## src/rtl/dpram_fifo_ctrl_if.sv

```systemverilog
// Bundle between a FIFO user, the dpram_fifo_ctrl controller and the dual-port RAM ports.
// Sticky error signals exist only when DPRAM_FIFO_ERR_FLAGS_EN is defined.
interface dpram_fifo_ctrl_if #(
    parameter int ADDR_W = 4,
    parameter int DATA_W = 8
);
    // push/pop are requests qualified by full/empty as sampled in the same cycle:
    // a request is taken at the next rising edge only if the matching flag is low.
    logic              push;
    logic [DATA_W-1:0] push_data;
    logic              pop;
    logic              full;
    logic              empty;
    logic [ADDR_W:0]   count;
    logic              wr_enb;
    logic [ADDR_W-1:0] wr_addr;
    logic [DATA_W-1:0] wr_data;
    logic              rd_enb;
    logic [ADDR_W-1:0] rd_addr;
    logic              rd_data_vld;
`ifdef DPRAM_FIFO_ERR_FLAGS_EN
    logic              overflow;
    logic              underflow;
    logic              err_clr;

    modport master (
        output push, push_data, pop, err_clr,
        input  full, empty, count, wr_enb, wr_addr, wr_data,
        input  rd_enb, rd_addr, rd_data_vld, overflow, underflow
    );
    modport slave (
        input  push, push_data, pop, err_clr,
        output full, empty, count, wr_enb, wr_addr, wr_data,
        output rd_enb, rd_addr, rd_data_vld, overflow, underflow
    );
`else
    modport master (
        output push, push_data, pop,
        input  full, empty, count, wr_enb, wr_addr, wr_data,
        input  rd_enb, rd_addr, rd_data_vld
    );
    modport slave (
        input  push, push_data, pop,
        output full, empty, count, wr_enb, wr_addr, wr_data,
        output rd_enb, rd_addr, rd_data_vld
    );
`endif
endinterface

```

## src/rtl/dpram_fifo_ctrl.sv

```systemverilog
// FIFO controller driving a dual-port RAM: pointers, occupancy flags and read-valid strobe.
// Optional sticky overflow/underflow flags are built when DPRAM_FIFO_ERR_FLAGS_EN is defined.
module dpram_fifo_ctrl #(
    parameter int ADDR_W = 4,
    parameter int DATA_W = 8
) (
    input logic             clk,
    input logic             rst,
    dpram_fifo_ctrl_if.slave bus
);
    localparam int PTR_W = ADDR_W + 1;

    logic [PTR_W-1:0] wr_ptr;
    logic [PTR_W-1:0] rd_ptr;
    logic [PTR_W-1:0] count_q;
    logic [PTR_W-1:0] wr_ptr_nxt;
    logic [PTR_W-1:0] rd_ptr_nxt;
    logic [PTR_W-1:0] count_nxt;
    logic             full_q;
    logic             empty_q;
    logic             vld_q;
    logic             push_acc;
    logic             pop_acc;
    logic             full_nxt;
    logic             empty_nxt;

    // Acceptance uses the registered flags, so a full FIFO never writes the slot being read.
    always_comb begin
        push_acc   = bus.push & ~full_q;
        pop_acc    = bus.pop & ~empty_q;
        wr_ptr_nxt = wr_ptr + PTR_W'(push_acc);
        rd_ptr_nxt = rd_ptr + PTR_W'(pop_acc);
        count_nxt  = count_q + PTR_W'(push_acc) - PTR_W'(pop_acc);
        empty_nxt  = (wr_ptr_nxt == rd_ptr_nxt);
        full_nxt   = (wr_ptr_nxt[ADDR_W-1:0] == rd_ptr_nxt[ADDR_W-1:0]) &&
                     (wr_ptr_nxt[ADDR_W] != rd_ptr_nxt[ADDR_W]);
    end

    always_ff @(posedge clk or negedge rst) begin
        if (!rst) begin
            wr_ptr  <= '0;
            rd_ptr  <= '0;
            count_q <= '0;
            full_q  <= 1'b0;
            empty_q <= 1'b1;
            vld_q   <= 1'b0;
        end else begin
            wr_ptr  <= wr_ptr_nxt;
            rd_ptr  <= rd_ptr_nxt;
            count_q <= count_nxt;
            full_q  <= full_nxt;
            empty_q <= empty_nxt;
            vld_q   <= pop_acc;
        end
    end

    // Strobes are gated by reset so the RAM sees no access while the controller is cleared.
    assign bus.wr_enb      = push_acc & rst;
    assign bus.wr_addr     = wr_ptr[ADDR_W-1:0];
    assign bus.wr_data     = DATA_W'(bus.push_data);
    assign bus.rd_enb      = pop_acc & rst;
    assign bus.rd_addr     = rd_ptr[ADDR_W-1:0];
    assign bus.rd_data_vld = vld_q;
    assign bus.full        = full_q;
    assign bus.empty       = empty_q;
    assign bus.count       = count_q;

`ifdef DPRAM_FIFO_ERR_FLAGS_EN
    logic ovf_q;
    logic unf_q;

    // A new error in the same cycle as err_clr wins, so no event is lost.
    always_ff @(posedge clk or negedge rst) begin
        if (!rst) begin
            ovf_q <= 1'b0;
            unf_q <= 1'b0;
        end else begin
            ovf_q <= (ovf_q & ~bus.err_clr) | (bus.push & full_q);
            unf_q <= (unf_q & ~bus.err_clr) | (bus.pop & empty_q);
        end
    end

    assign bus.overflow  = ovf_q;
    assign bus.underflow = unf_q;
`endif

endmodule

```

## src/flat_wrapper.sv

```systemverilog
// flat-port wrapper written by rule: the top's interface ports become plain ports
module dpram_fifo_ctrl_flat 
#(
    parameter int ADDR_W = 4,
    parameter int DATA_W = 8
)
  (clk, rst, bus_push, bus_push_data, bus_pop, bus_full, bus_empty, bus_count, bus_wr_enb, bus_wr_addr, bus_wr_data, bus_rd_enb, bus_rd_addr, bus_rd_data_vld);
  dpram_fifo_ctrl_if #(.ADDR_W(ADDR_W), .DATA_W(DATA_W)) bus_i ();
  input logic clk;
  input logic rst;
  input wire logic [$bits(bus_i.push)-1:0] bus_push;
  input wire logic [$bits(bus_i.push_data)-1:0] bus_push_data;
  input wire logic [$bits(bus_i.pop)-1:0] bus_pop;
  output wire logic [$bits(bus_i.full)-1:0] bus_full;
  output wire logic [$bits(bus_i.empty)-1:0] bus_empty;
  output wire logic [$bits(bus_i.count)-1:0] bus_count;
  output wire logic [$bits(bus_i.wr_enb)-1:0] bus_wr_enb;
  output wire logic [$bits(bus_i.wr_addr)-1:0] bus_wr_addr;
  output wire logic [$bits(bus_i.wr_data)-1:0] bus_wr_data;
  output wire logic [$bits(bus_i.rd_enb)-1:0] bus_rd_enb;
  output wire logic [$bits(bus_i.rd_addr)-1:0] bus_rd_addr;
  output wire logic [$bits(bus_i.rd_data_vld)-1:0] bus_rd_data_vld;
  assign bus_i.push = bus_push;
  assign bus_i.push_data = bus_push_data;
  assign bus_i.pop = bus_pop;
  assign bus_full = bus_i.full;
  assign bus_empty = bus_i.empty;
  assign bus_count = bus_i.count;
  assign bus_wr_enb = bus_i.wr_enb;
  assign bus_wr_addr = bus_i.wr_addr;
  assign bus_wr_data = bus_i.wr_data;
  assign bus_rd_enb = bus_i.rd_enb;
  assign bus_rd_addr = bus_i.rd_addr;
  assign bus_rd_data_vld = bus_i.rd_data_vld;
  dpram_fifo_ctrl #(.ADDR_W(ADDR_W), .DATA_W(DATA_W)) u_core (.clk(clk), .rst(rst), .bus(bus_i));
endmodule
```

## config.mk

```make
export PLATFORM = sky130hd
export DESIGN_NAME = dpram_fifo_ctrl_flat
export DESIGN_NICKNAME = d
export VERILOG_FILES = /design/src/rtl/dpram_fifo_ctrl_if.sv /design/src/rtl/dpram_fifo_ctrl.sv /design/src/flat_wrapper.sv
export SDC_FILE = /design/constraint.sdc
export NUM_CORES = 1
export LEC_CHECK = 0
export ABC_AREA = 1
export CORE_AREA = 2 2 52 54
export CTS_BUF_LIST = sky130_fd_sc_hd__clkbuf_4 sky130_fd_sc_hd__clkbuf_8
export CTS_CLUSTER_SIZE = 8
export DETAILED_ROUTE_END_ITERATION = 16
export DIE_AREA = 0 0 54 56
export PLACE_DENSITY = 0.87
export SYNTH_ARGS = -nofsm -noshare
export SYNTH_HDL_FRONTEND = slang
export SYNTH_SLANG_ARGS = --single-unit
```

## constraint.sdc

```tcl
create_clock -name clk -period 2.05 [get_ports clk]
set_input_delay 0.41 -clock clk [delete_from_list [all_inputs] [get_ports clk]]
set_output_delay 0.41 -clock clk [all_outputs]
set_load 0.03 [all_outputs]
```

; Word-level counts from Yosys, hierarchy flattened
; Cells that the tools add are included.
[word_totals]
regBits = 18
output_inout_bits = 26
word_cells = 20
[classes]
addsub = 4
eq_ne = 3
bitwise = 6
reduce_logical = 1
[op_table]
columns = operator, n
row1 = adder 5 x 1 -> 5 bit, 3
row2 = == test 5 bit, 1
row3 = subtractor 5 x 1 -> 5 bit, 1
row4 = bitwise AND 1 bit, 4
row5 = == test 4 bit, 1
row6 = inverter 1 bit, 2
row7 = logical AND 1 bit, 1
row8 = != test 1 bit, 1

; Logic depth before layout (Yosys ltp)
; Gate-level depths: netlist (run 1).
[depth]
word_depth = 5
ltp_mapped = 13
depth_no_buf = 13

; Worst setup path before layout (run 1)
; Ideal clock, no wire load.
[synth_timing]
kind = register to register
start = register u_core.empty_q, in the netlist u_core.bus.empty
end = register u_core.count_q[4], in the netlist u_core.bus.count[4]
t_arrival_ns = 1.935
slack_ns = 0.036
path_stages_with_launch = 11
synth_period_minus_slack_ns = 2.014
path_cell_list = dfstp_2 inv_1 nand2_1 inv_1 ha_1 nor2_1 fa_1 nand2_1 nand2_1 a21oi_1 xor2_1
[synth_between]
elab_chain_len = 3
[synth_lines]
columns = item, line
row1 = from (decl), dpram_fifo_ctrl.sv:20  ; logic empty_q;
row2 = from (signal assigned), dpram_fifo_ctrl.sv:52  ; empty_q <= empty_nxt;
row3 = inverter 1 bit, dpram_fifo_ctrl.sv:30  ; pop_acc = bus.pop & ~empty_q;
row4 = bitwise AND 1 bit, dpram_fifo_ctrl.sv:30
row5 = named net u_core.pop_acc, dpram_fifo_ctrl.sv:23  ; logic pop_acc;
row6 = subtractor 5 x 1 -> 5 bit, dpram_fifo_ctrl.sv:33  ; count_nxt = count_q + PTR_W'(push_acc) - PTR_W'(pop_acc);
row7 = named net u_core.count_nxt[4], dpram_fifo_ctrl.sv:18  ; logic [PTR_W-1:0] count_nxt;
row8 = to (signal assigned), dpram_fifo_ctrl.sv:50  ; count_q <= count_nxt;
row9 = to (decl), dpram_fifo_ctrl.sv:15  ; logic [PTR_W-1:0] count_q;
; The timed path passes the listed nets, and every way through them passes these cells.

; Worst setup path after layout (run 1)
; Same ends and word-level chain as after synthesis.

==> run summary, run 1 <==
Worst-path cell chain -> inv_1 -> nand2_1 -> inv_1 -> ha_4 -> nor2_1 -> fa_2 -> nand2_1 -> nand2_1 -> a21oi_2 -> xor2_1
Max Slew Vio Count -> 0
Syn_area_per_cell -> 9.39 µm²
Netlist cell types -> 19
Clk_lat worst skew -> 0.30 ns
CTS Root Cell -> clkbuf_4
Site row count -> 18
RR Endpoint -> u_core.bus.count[4]
Via/cell ratio -> 4.63
Worst hold path class -> in2async
CTS buffer count -> 3
CP Capture Type -> flop
Area grow syn2layout -> 21.0%
Core ar. -> 2430 µm²
Routability Congestion -> 0.723
Longest Clk Path Bufs -> 2
Tmin final -> 1.95 ns
Setup WS pre-CTS -> -0.221 ns
Top routing layer in use -> met4
Nets@finish -> 154
#FFs+latches synth -> 18
Placed insts -> 159
I/O pin total -> 38
Worst endpoint data arrival time -> 2.18 ns
Post-synth top area share -> 38.7%
Setup-failing EPs final -> 0
M1 WL -> 804 µm
Worst Skew -> 0.00556 ns
CTS tree -> built
Setup crit start kind -> flop
Worst hold slack -> 0.476 ns
Crit Path Max Fanout -> 2
Buf/Inv on CP -> 2
Gr usage total -> 15.6%
R2R depth -> 10
Die Y -> 56 µm
Largest net degree at the start of global routing -> 19
Crit share post-route -> 95.3%
FMAX -> 512 MHz
Layout Utilization -> 54.6%
Leak -> 0.660 nW
Setup CP Type -> reg2reg
Net count after synthesis -> 137
# DRC -> 0
Setup WS post-layout -> 0.0959 ns
Max VDD drop -> 0.00114 V
Sequential element share of the synthesized area -> 41.1%
Via count -> 754
Post-CTS Setup Inserts -> 0
Family with the most delay on the worst path -> adder cells
Antenna violations before repair -> 0
Worst r2r src -> u_core.bus.empty
Placed Area -> 1270 µm²
Post-DP HPWL -> 1.58 mm
GRT overflow -> 0
CTS clk-pin slew, worst paths -> 0.11 ns
Slew margin rel. -> 79.0%
CP max stage cell -> dfstp_2
Worst stage delay on the critical path -> 0.54 ns
ANT cells -> 0
Routed WL -> 2.07 mm
Clock sink count -> 18
Hold Fails Final Rpt -> 0
Met2 Wirelength -> 1.10 mm
Area leader, netlist -> dfrtp_1
Die X -> 54 µm
Synth area leaders -> dfrtp_1 (39%), buf_4 (11%), ha_1 (8.0%)
Post-layout instance area -> 1330 µm²
Setup TNS -> 0 ns
Status -> completed
Power Density -> 2050 nW/µm²
Synthesized area -> 1100 µm²
I/O Buffers -> 21
1st-pass router iterations -> 2
Vias in the first global route -> 780
DR iter-0 viols -> 2
Antenna-violating nets left -> 0
CP most frequent cell -> nand2_1
Power, Total -> 2.73 mW
Avg WL per Cell -> 12.7 µm
Layout fillers -> 213
First-pass GRT wire length -> 3.39 mm
Slew @ Worst Pin -> 0.314 ns
Layout cell share with drive strength beyond 1 -> 16.5%
Maxcap violations -> 0
Flop-to-flop setup slack -> 0.1 ns
Data required time of the critical path -> 2.27 ns
Initial Util -> 45.2%
Metal3 WL -> 120 µm
H-tree depth -> 1
Cells after synthesis -> 117
Finished Layout Cells -> 163
Die ar. -> 3020 µm²
YS warnings -> 0
registers in the layout, indices dropped and copies added (netlist names):
signal and cells:
u_core.bus.rd_data_vld 1, u_core.rd_ptr 5, u_core.wr_ptr 5, u_core.bus.empty 1
u_core.bus.full 1, u_core.bus.count 5
routing by layer:
metal / up-vias / track usage, %
met2: 23 / 25.4
met3: 6 / 3.23
met1: 350 / 17.9
met4: 0 / 9.64
met5: - / 0
li1: 375 / -
worst register-to-register path, stage by stage (launching register included):
cell and delay [ns]:
dfstp_2 0.54, inv_1 0.06, nand2_1 0.07, inv_1 0.09, ha_4 0.28, nor2_1 0.07
fa_2 0.35, nand2_1 0.07, nand2_1 0.07, a21oi_2 0.14, xor2_1 0.16
cells in the mapped netlist:
cell / count
dfstp_2: 1
nand3_2: 2
nand3b_1: 1
dfrtp_1: 17
nand4_1: 1
xnor2_4: 2
nand2_1: 21
inv_1: 20
buf_4: 16
ha_1: 7
fa_1: 1
a31o_2: 1
xnor2_1: 4
nand3_1: 5
xor2_1: 6
nor2_1: 9
o2111ai_1: 1
a21oi_1: 1
o21bai_1: 1
cells in the final DEF, fill, tap and decap left out:
master           instances
clkdlybuf4s50_1         19
nand3b_1                 1
ha_4                     1
o21bai_1                 1
dfstp_2                  1
a31o_2                   1
nor2_1                   9
dfrtp_1                 17
buf_4                    9
o2111ai_1                1
xnor2_1                  4
nand3_1                  5
ha_1                     6
xnor2_4                  2
nand3_2                  2
clkbuf_8                 1
xor2_1                   6
clkbuf_4                 3
fa_2                     1
nand2_1                 21
inv_1                   20
a21oi_2                  1
nand4_1                  1
cells by family (layout without fill, tap and decap cells):
group | after synthesis | after routing | synth area share, %
XOR/XNOR | 12 | 12 | 13.0
adder cells (fa/ha/maj) | 8 | 8 | 9.79
buffers and inverters | 36 | 52 | 17.8
AND/OR/NAND/NOR | 39 | 39 | 15.6
AO/OA/AOI/OAI | 4 | 4 | 2.73
flip-flops | 18 | 18 | 41.1
worst max path at each step:
stage	startpoint	end	depth (start not counted)
2_1_floorplan	u_core.bus.empty	u_core.bus.count[4]	10
6_report	u_core.bus.empty	u_core.bus.count[4]	10
5_1_grt	u_core.bus.empty	u_core.bus.count[4]	10
3_5_place_dp	bus_pop	u_core.bus.count[4]	10
3_3_place_gp	bus_pop	u_core.bus.count[4]	10
4_1_cts	u_core.bus.empty	u_core.bus.count[4]	10
power breakdown:
group,internal [mW],leakage [nW],switching [mW],total [mW]
clock,0.108,0.0210,0.114,0.223
sequential,0.550,0.211,0.172,0.722
combinational,0.810,0.429,0.974,1.78
total,1.47,0.660,1.26,2.73
final cells by class:
class                           instances  area (µm²)  share of cell area (%)
Inverter                               20        75.1                    5.65
Tap cell                               30        37.5                    2.82
Multi-Input combinational cell         63         470                    35.4
Clock buffer                            4        36.3                    2.73
Sequential cell                        18         452                    34.0
Timing Repair Buffer                   28         258                    19.4
timing repair:
action / CTS / global route
hold buffers: 0 / 0
setup endpoints to repair: 0 / 1
gates resized for setup: 0 / 3
endpoints found under the hold margin: 0 / 0
Note: power is estimated with default switching activity, not from simulation.
==> inputs of run 2 (changes only) <==
CORE_AREA = 2 2 55 57   (was 2 2 52 54)
DIE_AREA = 0 0 57 59   (was 0 0 54 56)
GPL_TIMING_DRIVEN = 0   (was unset)
PLACE_DENSITY = 0.83   (was 0.87)
clock period = 1.75 ns   (was 2.05 ns; I/O delays follow)
==> run 2 against run 1 <==
The flow now finishes with violations (negative setup slack). Clock power rose by 14%. Critical path type unchanged. Critical endpoint is now u_core.bus.count[2]. Fmax rose by 2.0%. Highest routed layer unchanged. Final cell count rose by 15%.
==> run summary, run 2 (same netlist as run 1, synthesis figures left out) <==
Slew margin rel. -> 46.3% (-33 points)
Max VDD drop -> 0.00120 V (+5.8%)
Power Density -> 2140 nW/µm² (+4.1%)
Clk_lat worst skew -> 0.29 ns (about the same)
Area grow syn2layout -> 41.1%
Via count -> 860 (+14%)
Vias in the first global route -> 889 (+14%)
Antenna-violating nets left -> 0 (unchanged)
H-tree depth -> 1 (unchanged)
Antenna violations before repair -> 0 (unchanged)
Power, Total -> 3.31 mW (+21%)
FMAX -> 522 MHz (+2.0%)
# DRC -> 0 (unchanged)
1st-pass router iterations -> 3 (+1)
CTS clk-pin slew, worst paths -> 0.10 ns (about the same)
Max Slew Vio Count -> 0 (unchanged)
Layout cell share with drive strength beyond 1 -> 28.7% (+12 points)
Setup crit start kind -> flop
Leak -> 0.797 nW (+21%)
CTS Root Cell -> clkbuf_4
Nets@finish -> 178 (+16%)
Setup TNS -> -0.262 ns (-0.262 ns)
Placed insts -> 177 (+11%)
Crit share post-route -> 109% (+14 points)
GRT overflow -> 0 (unchanged)
Status -> complete, but fails checks
Commonest non-fill, non-tap cells in the layout -> buf_4 (21), inv_1 (18), nand2_1 (18)
Most common cell after layout, fill and taps aside -> buf_4
Core ar. -> 2710 µm² (+11%)
Setup WS post-layout -> -0.166 ns (-0.262 ns)
RSZ-0062 raised after global routing -> true
Hold Fails Final Rpt -> 0 (unchanged)
Violated checks -> negative setup slack
Worst Skew -> 0.00224 ns (-0.00332 ns)
Data required time of the critical path -> 1.93 ns (-0.34 ns)
Post-DP HPWL -> 1.57 mm (-0.80%)
Maxcap violations -> 0 (unchanged)
Die ar. -> 3360 µm² (+11%)
Initial Util -> 40.5% (-4.6 points)
Setup-failing EPs final -> 2 (+2)
Largest net degree at the start of global routing -> 18 (-1)
Avg WL per Cell -> 10.7 µm (-15%)
Via/cell ratio -> 4.57 (-1.1%)
Finished Layout Cells -> 188 (+15%)
Routability Congestion -> 0.786 (+8.7%)
Worst hold path class -> in2async
Routed WL -> 2.02 mm (-2.4%)
First-pass GRT wire length -> 3.46 mm (+2.0%)
CTS tree -> built
DR iter-0 viols -> 25 (+23)
Tmin final -> 1.92 ns (-0.0381 ns)
I/O Buffers -> 29 (+38%)
Worst endpoint data arrival time -> 2.10 ns (-0.08 ns)
Setup CP Type -> reg2reg
Placed Area -> 1450 µm² (+14%)
Clock sink count -> 18 (unchanged)
Site row count -> 19 (+1)
Die Y -> 59 µm (+5.4%)
Longest Clk Path Bufs -> 2 (unchanged)
CTS buffer count -> 3 (unchanged)
Post-layout instance area -> 1550 µm² (+17%)
I/O pin total -> 38 (unchanged)
ANT cells -> 0 (unchanged)
Crit Path Max Fanout -> 3 (+1)
Die X -> 57 µm (+5.6%)
Slew @ Worst Pin -> 0.803 ns (+0.489 ns)
CP Capture Type -> flop
Gr usage total -> 13.1% (-2.5 points)
==> run 2: cell types whose count changed in the layout (fill, tap and decap cells not counted), moves of 2 or more <==
cell	previous run	this run
buf_4	9	21
clkdlybuf4s50_1	19	15
dlygate4sd2_1	0	9
dlygate4sd3_1	0	2
dlymetal6s2s_1	0	2
ha_1	6	4
inv_1	20	18
inv_2	0	2
nand2_1	21	18
nand2_2	0	3
==> run 2: routing by layer <==
layer  wire, µm  share of wire [%]  vias up  track usage [%]
met4         10               0.50        0             5.65
met3        138                6.8        2             3.49
met5          0                  0        -                0
met1        793                 39      408             12.6
li1           -                  -      424                -
met2       1080                 53       26             26.1
==> run 2: area by class of cell <==
| type | count | area, µm² |
|---|---|---|
| Inverter | 20 | 75.1 |
| Buffer | 16 | 120 |
| Clock buffer | 4 | 36.3 |
| Tap cell | 31 | 38.8 |
| Multi-Input combinational cell | 63 | 495 |
| Sequential cell | 18 | 452 |
| Fill cell | 246 | 1160 |
| Timing Repair Buffer | 36 | 333 |
==> run 2: power by group <==
part | total (mW) | internal (mW) | switching, mW
clock network | 0.255 | 0.127 | 0.129
registers | 0.848 | 0.644 | 0.204
logic | 2.21 | 1.04 | 1.17
==> run 2: through the flow <==
step | hold WS (ns) | worst slack [ns] | utilization, %
final | 0.557 | -0.166 | 57.2
after global placement | 0.538 | -0.915 | 53.5
after CTS | 0.552 | -0.131 | 56.5
after global routing | 0.551 | -0.201 | 57.2
after detailed placement | 0.560 | -0.979 | 53.5
after floorplan | 0.0544 | -0.137 | -
==> run 2: worst max-delay path, stage by stage, from the launching register on <==
cell and delay [ns]:
dfstp_2 0.55, inv_2 0.04, nand2_2 0.08, inv_2 0.05, ha_4 0.26, nor2_2 0.05, fa_2 0.36, buf_4 0.14
buf_4 0.12, xor2_1 0.15
==> run 2: final timing paths <==
| path | start | endpoint | slack, ns | cells after the start |
|---|---|---|---|---|
| setup / recovery | u_core.bus.empty | u_core.bus.count[2] | -0.17 | 9 |
| setup reg to reg | u_core.bus.empty | u_core.bus.count[2] | -0.17 | 9 |
| hold reg to reg | u_core.rd_ptr[4] | u_core.rd_ptr[4] | 0.58 | 1 |
| max in group asynchronous | rst | u_core.wr_ptr[0] | 0.56 | 2 |
| min in group clk | u_core.rd_ptr[4] | u_core.rd_ptr[4] | 0.58 | 1 |
| hold / removal | rst | u_core.bus.empty | 0.56 | 2 |
==> run 2: what timing repair did <==
| item | in CTS | in global routing |
|---|---|---|
| buffers inserted | 3 | 2 |
| gates resized for setup | 23 | 5 |
| setup endpoints to repair | 14 | 8 |
| hold buffers | 2 | 0 |
| hold endpoints to repair | 17 | 0 |
| pin swaps | 3 | 2 |
